## src/rtl/fp_mul_arbiter.sv

```systemverilog
// Round-robin share of one FP multiplier between the execute stage (port 0) and
// the divide/sqrt sequencer (port 1); an owner tag rides alongside the multiplier.
module fp_mul_arbiter #(
    parameter int MUL_LATENCY = 1
) (
    input  logic        clk,
    input  logic        rst,
    input  logic        stall,
    input  logic        req0_valid,
    input  logic [31:0] req0_a,
    input  logic [31:0] req0_b,
    output logic        req0_ready,
    input  logic        req1_valid,
    input  logic [31:0] req1_a,
    input  logic [31:0] req1_b,
    output logic        req1_ready,
    output logic [31:0] mul_a,
    output logic [31:0] mul_b,
    input  logic [31:0] mul_result,
    output logic        rsp0_valid,
    output logic        rsp1_valid,
    output logic [31:0] rsp_data,
    output logic        busy
);

    localparam int STAGES = MUL_LATENCY;

    logic              ptr;
    logic              accept;
    logic              contested;
    logic [STAGES:0]   vld_pipe;
    logic [STAGES:0]   own_pipe;

    // ptr names the port that wins when both ask in the same cycle
    assign req0_ready = !stall && req0_valid && (!req1_valid || !ptr);
    assign req1_ready = !stall && req1_valid && (!req0_valid || ptr);
    assign accept     = req0_ready || req1_ready;
    assign contested  = accept && req0_valid && req1_valid;
    assign busy       = |vld_pipe;

    always_ff @(posedge clk or posedge rst) begin
        if (rst) begin
            ptr <= 1'b0;
        end else if (contested) begin
            ptr <= ~ptr;
        end
    end

    always_ff @(posedge clk or posedge rst) begin
        if (rst) begin
            mul_a <= '0;
            mul_b <= '0;
        end else if (accept) begin
            mul_a <= req1_ready ? req1_a : req0_a;
            mul_b <= req1_ready ? req1_b : req0_b;
        end
    end

    // Tag pipe never stalls: the multiplier itself has no hold capability
    always_ff @(posedge clk or posedge rst) begin
        if (rst) begin
            vld_pipe <= '0;
            own_pipe <= '0;
        end else begin
            vld_pipe <= {vld_pipe[STAGES-1:0], accept};
            own_pipe <= {own_pipe[STAGES-1:0], req1_ready};
        end
    end

    always_ff @(posedge clk or posedge rst) begin
        if (rst) begin
            rsp0_valid <= 1'b0;
            rsp1_valid <= 1'b0;
            rsp_data   <= '0;
        end else begin
            rsp0_valid <= vld_pipe[STAGES] && !own_pipe[STAGES];
            rsp1_valid <= vld_pipe[STAGES] &&  own_pipe[STAGES];
            if (vld_pipe[STAGES]) begin
                rsp_data <= mul_result;
            end
        end
    end

endmodule

```

## config.mk

```make
export PLATFORM = sky130hd
export DESIGN_NAME = fp_mul_arbiter
export DESIGN_NICKNAME = d
export VERILOG_FILES = /design/src/rtl/fp_mul_arbiter.sv
export SDC_FILE = /design/constraint.sdc
export NUM_CORES = 1
export LEC_CHECK = 0
export CAP_MARGIN = 10
export CORE_AREA = 3 3 102 104
export DETAILED_ROUTE_END_ITERATION = 7
export DIE_AREA = 0 0 105 107
export DONT_BUFFER_PORTS = 1
export MAX_ROUTING_LAYER = met4
export PLACE_DENSITY = 0.67
export SLEW_MARGIN = 20
export SYNTH_ARGS = -nofsm -noshare
export SYNTH_HDL_FRONTEND = slang
export SYNTH_SLANG_ARGS = --single-unit
export TNS_END_PERCENT = 10
```

## constraint.sdc

```tcl
create_clock -name clk -period 3.3 [get_ports clk]
set_input_delay 0.66 -clock clk [delete_from_list [all_inputs] [get_ports clk]]
set_output_delay 0.66 -clock clk [all_outputs]
set_load 0.02 [all_outputs]
```

==> impl_metrics.ini <==
[detailed_routing]
drt_iter0_markers = 128
drc = 0
antenna_left = 0
topRoutingLayerUsed = met4
route.vias.total = 3266
wire_per_inst_um = 19.53
totalWireLength_um = 10940
drt_first_pass_iters = 4
wl_met3_um = 1026
wl_met2_um = 5551
vias_per_cell = 5.832
met1Wirelength_um = 4141

[floorplan]
coreArea_um2 = 9639
fp.dieW_um = 105
dieArea_um2 = 11240
start_util = 0.5018
io_pins = 266
dieHeight_um = 107
rows = 36

[global_routing]
antenna_found_initial = 2
grt_usage = 0.1912
grt_max_degree = 111
grt_pass1_vias = 3147
grt_pass1_wl_um = 16560
grt_overflow = 0

[critical_path]
crit_path_cell_trace = nand2b_4 > nor2_1
crit_path_end_kind = output port
reg2regPathDepth = 4
cpPeakStageDelay_ps = 500
cp_max_fo = 56
critical_path_depth = 2
crit_path_end = req1_ready
critPathKind = input port to output port
setup.worst_path.start = stall
critPathArrivalTime_ps = 1530
rr_endpoint = mul_b[18]
r2r_slack_ps = 1560
cp_top_family = simple AND/OR/NAND/NOR gates
start_kind = input port
worst-endpoint-required_ps = 2640
r2r_start = ptr
critPathBufInv = 0
slowest_stage = nor2_1

[pwr]
seqPwrFrac = 0.586
p_sw_frac = 0.3560
peakVddDrop_mv = 0.3031
power_density_nw_per_um2 = 620.9
clkPwrFrac = 0.257
p_sw_w = 0.001112
comb_power_share = 0.157
p_leak_nw = 1.917
internal_power_w = 0.002011

[clock_tree]
cts-root-buf = clkbuf_8
clk_pin_slew_ps = 100
post_cts_buffers = 0
ctsHoldBuffers = 0
cts_tree = yes
clkSinkCount = 103
cts_resized = 0
ctsHtreeMaxLevel = 3
cts_buffer_depth = 2
clock_latency_ps = 340
cts_made_buffers = 9

[sta]
finalCritPeriodShare = 0.6642
slew_headroom = 0.6204
final.setup.tns_ps = 0
rsz0062_at_grt = no
setup_viol = 0
worst_pin_slew_ps = 569.3
worst_slack_ps = 1108
report.final.hold_viol_count = 0
fmax_ghz = 0.4562
timing.final.crit_period_ps = 2192
fin_skew_ps = 10.89
slew_violations = 0

[synthesis]
netlist_area_um2 = 4837
ys_warn_count = 0
ys_seq_area_frac = 0.5329
ys_async_sr_fraction = 1.000
synth.most_common_cell = dfrtp_1
syn_nets = 614
syn_area_per_cell_um2 = 10.77
ys_ff_latch = 103
ys_types = 21
postSynthCellCount = 449
synthTopCellsByCount = dfrtp_1, nor2_1, a31oi_1, or3b_1, o21ai_1
synth_area_leader_cell = dfrtp_1
synth_area_leaders = dfrtp_1, or3b_1, a31oi_1
synth-edff-count = 0
synth_top_area_frac = 0.5329
synth-main-ff-cell = dfrtp_1

[place]
placed_cell_area_um2 = 4822
place_hpwl_um = 8157
port_buffers = 0
dp_slack_ps = 1086
gp_congestion = 0.7690

[cells_and_area]
post-route-util = 0.5218
layout-drive-gt1-share = 0.1365
nNetsFinal = 585
stdcell_area_um2 = 5030
area_delta_synth_final_pct = 3.983

[status]
outcome = finished clean

[flow_run]
maxCapViolCount = 0

[hold_path]
hp-class = input port to async pin
-- how the worst min path moves through the flow --
stage | slack, ps | cells past startpoint | end
finish | 150 | 1 | vld_pipe[1]
global route | 140 | 1 | vld_pipe[1]
CTS | 140 | 1 | vld_pipe[1]
detailed placement | 370 | 0 | vld_pipe[1]
global placement | 360 | 0 | vld_pipe[1]
floorplan | 330 | 0 | own_pipe[1]
-- per-layer routing --
metal  GRT usage  up-vias
met5           -        -
met4     0.06279        0
met3     0.06141       15
met2      0.3171      165
met1      0.2219     1519
li1            -     1567
-- registers in the layout, summed over array words and instances, names as in the netlist --
| name | cells |
|---|---|
| mul_a | 32 |
| mul_b | 32 |
| rsp_data | 32 |
| own_pipe | 2 |
| vld_pipe | 2 |
| ptr | 1 |
| rsp0_valid | 1 |
| rsp1_valid | 1 |
-- cells in the final DEF, fill, tap and decap left out --
master	n
a21oi_1	1
a31oi_1	64
and2_1	1
buf_12	4
buf_4	2
bufinv_16	1
clkbuf_1	1
clkbuf_8	9
clkinv_4	1
clkinvlp_4	2
dfrtp_1	103
diode_2	2
inv_6	2
inv_8	1
mux2_2	32
nand2b_1	1
nand2b_4	1
nand3b_1	1
nor2_1	65
nor2b_1	1
nor2b_4	1
o21ai_0	20
o21ai_1	44
o21ba_4	1
or2_2	1
or3b_1	64
xnor2_1	1
-- stage by stage --
step | std cells | power (W) | hold WS [ps]
after floorplan | 449 | 0.002269 | 331.2
after global placement | 542 | 0.002334 | 357.4
after detailed placement | 542 | 0.002361 | 369.7
after CTS | 558 | 0.003169 | 140.4
after global routing | 560 | 0.003310 | 142.0
final | 560 | 0.003123 | 152.0
-- cells by family (layout without fill, tap and decap cells) --
logic type	after synthesis	after routing	synth area share
compound gates	130	130	0.1521
buf+inv	47	23	0.06156
mux	32	32	0.07450
flops	103	103	0.5329
simple gates	136	136	0.1772
xor+xnor	1	1	0.001811
other cells	0	2	0
-- power groups by stage --
stage | clock [W] | combinational [W] | sequential (W)
floorplan | 0 | 0.000471 | 0.00180
global placement | 0 | 0.000477 | 0.00186
detailed placement | 0 | 0.000500 | 0.00186
CTS | 0.000834 | 0.000498 | 0.00184
global route | 0.000894 | 0.000563 | 0.00185
finish | 0.000804 | 0.000489 | 0.00183
-- final cells by class --
class                   instances  area, µm²
multi-input cells             299       1976
clock buffers                  10      127.6
clock inverters                 6      75.07
inverters                       1      7.507
diodes                          2      5.005
repair buffers                  6      95.09
well taps                     133      166.4
fillers                       913       4609
flip-flops and latches        103       2577
(Power assumes the default switching activity.)
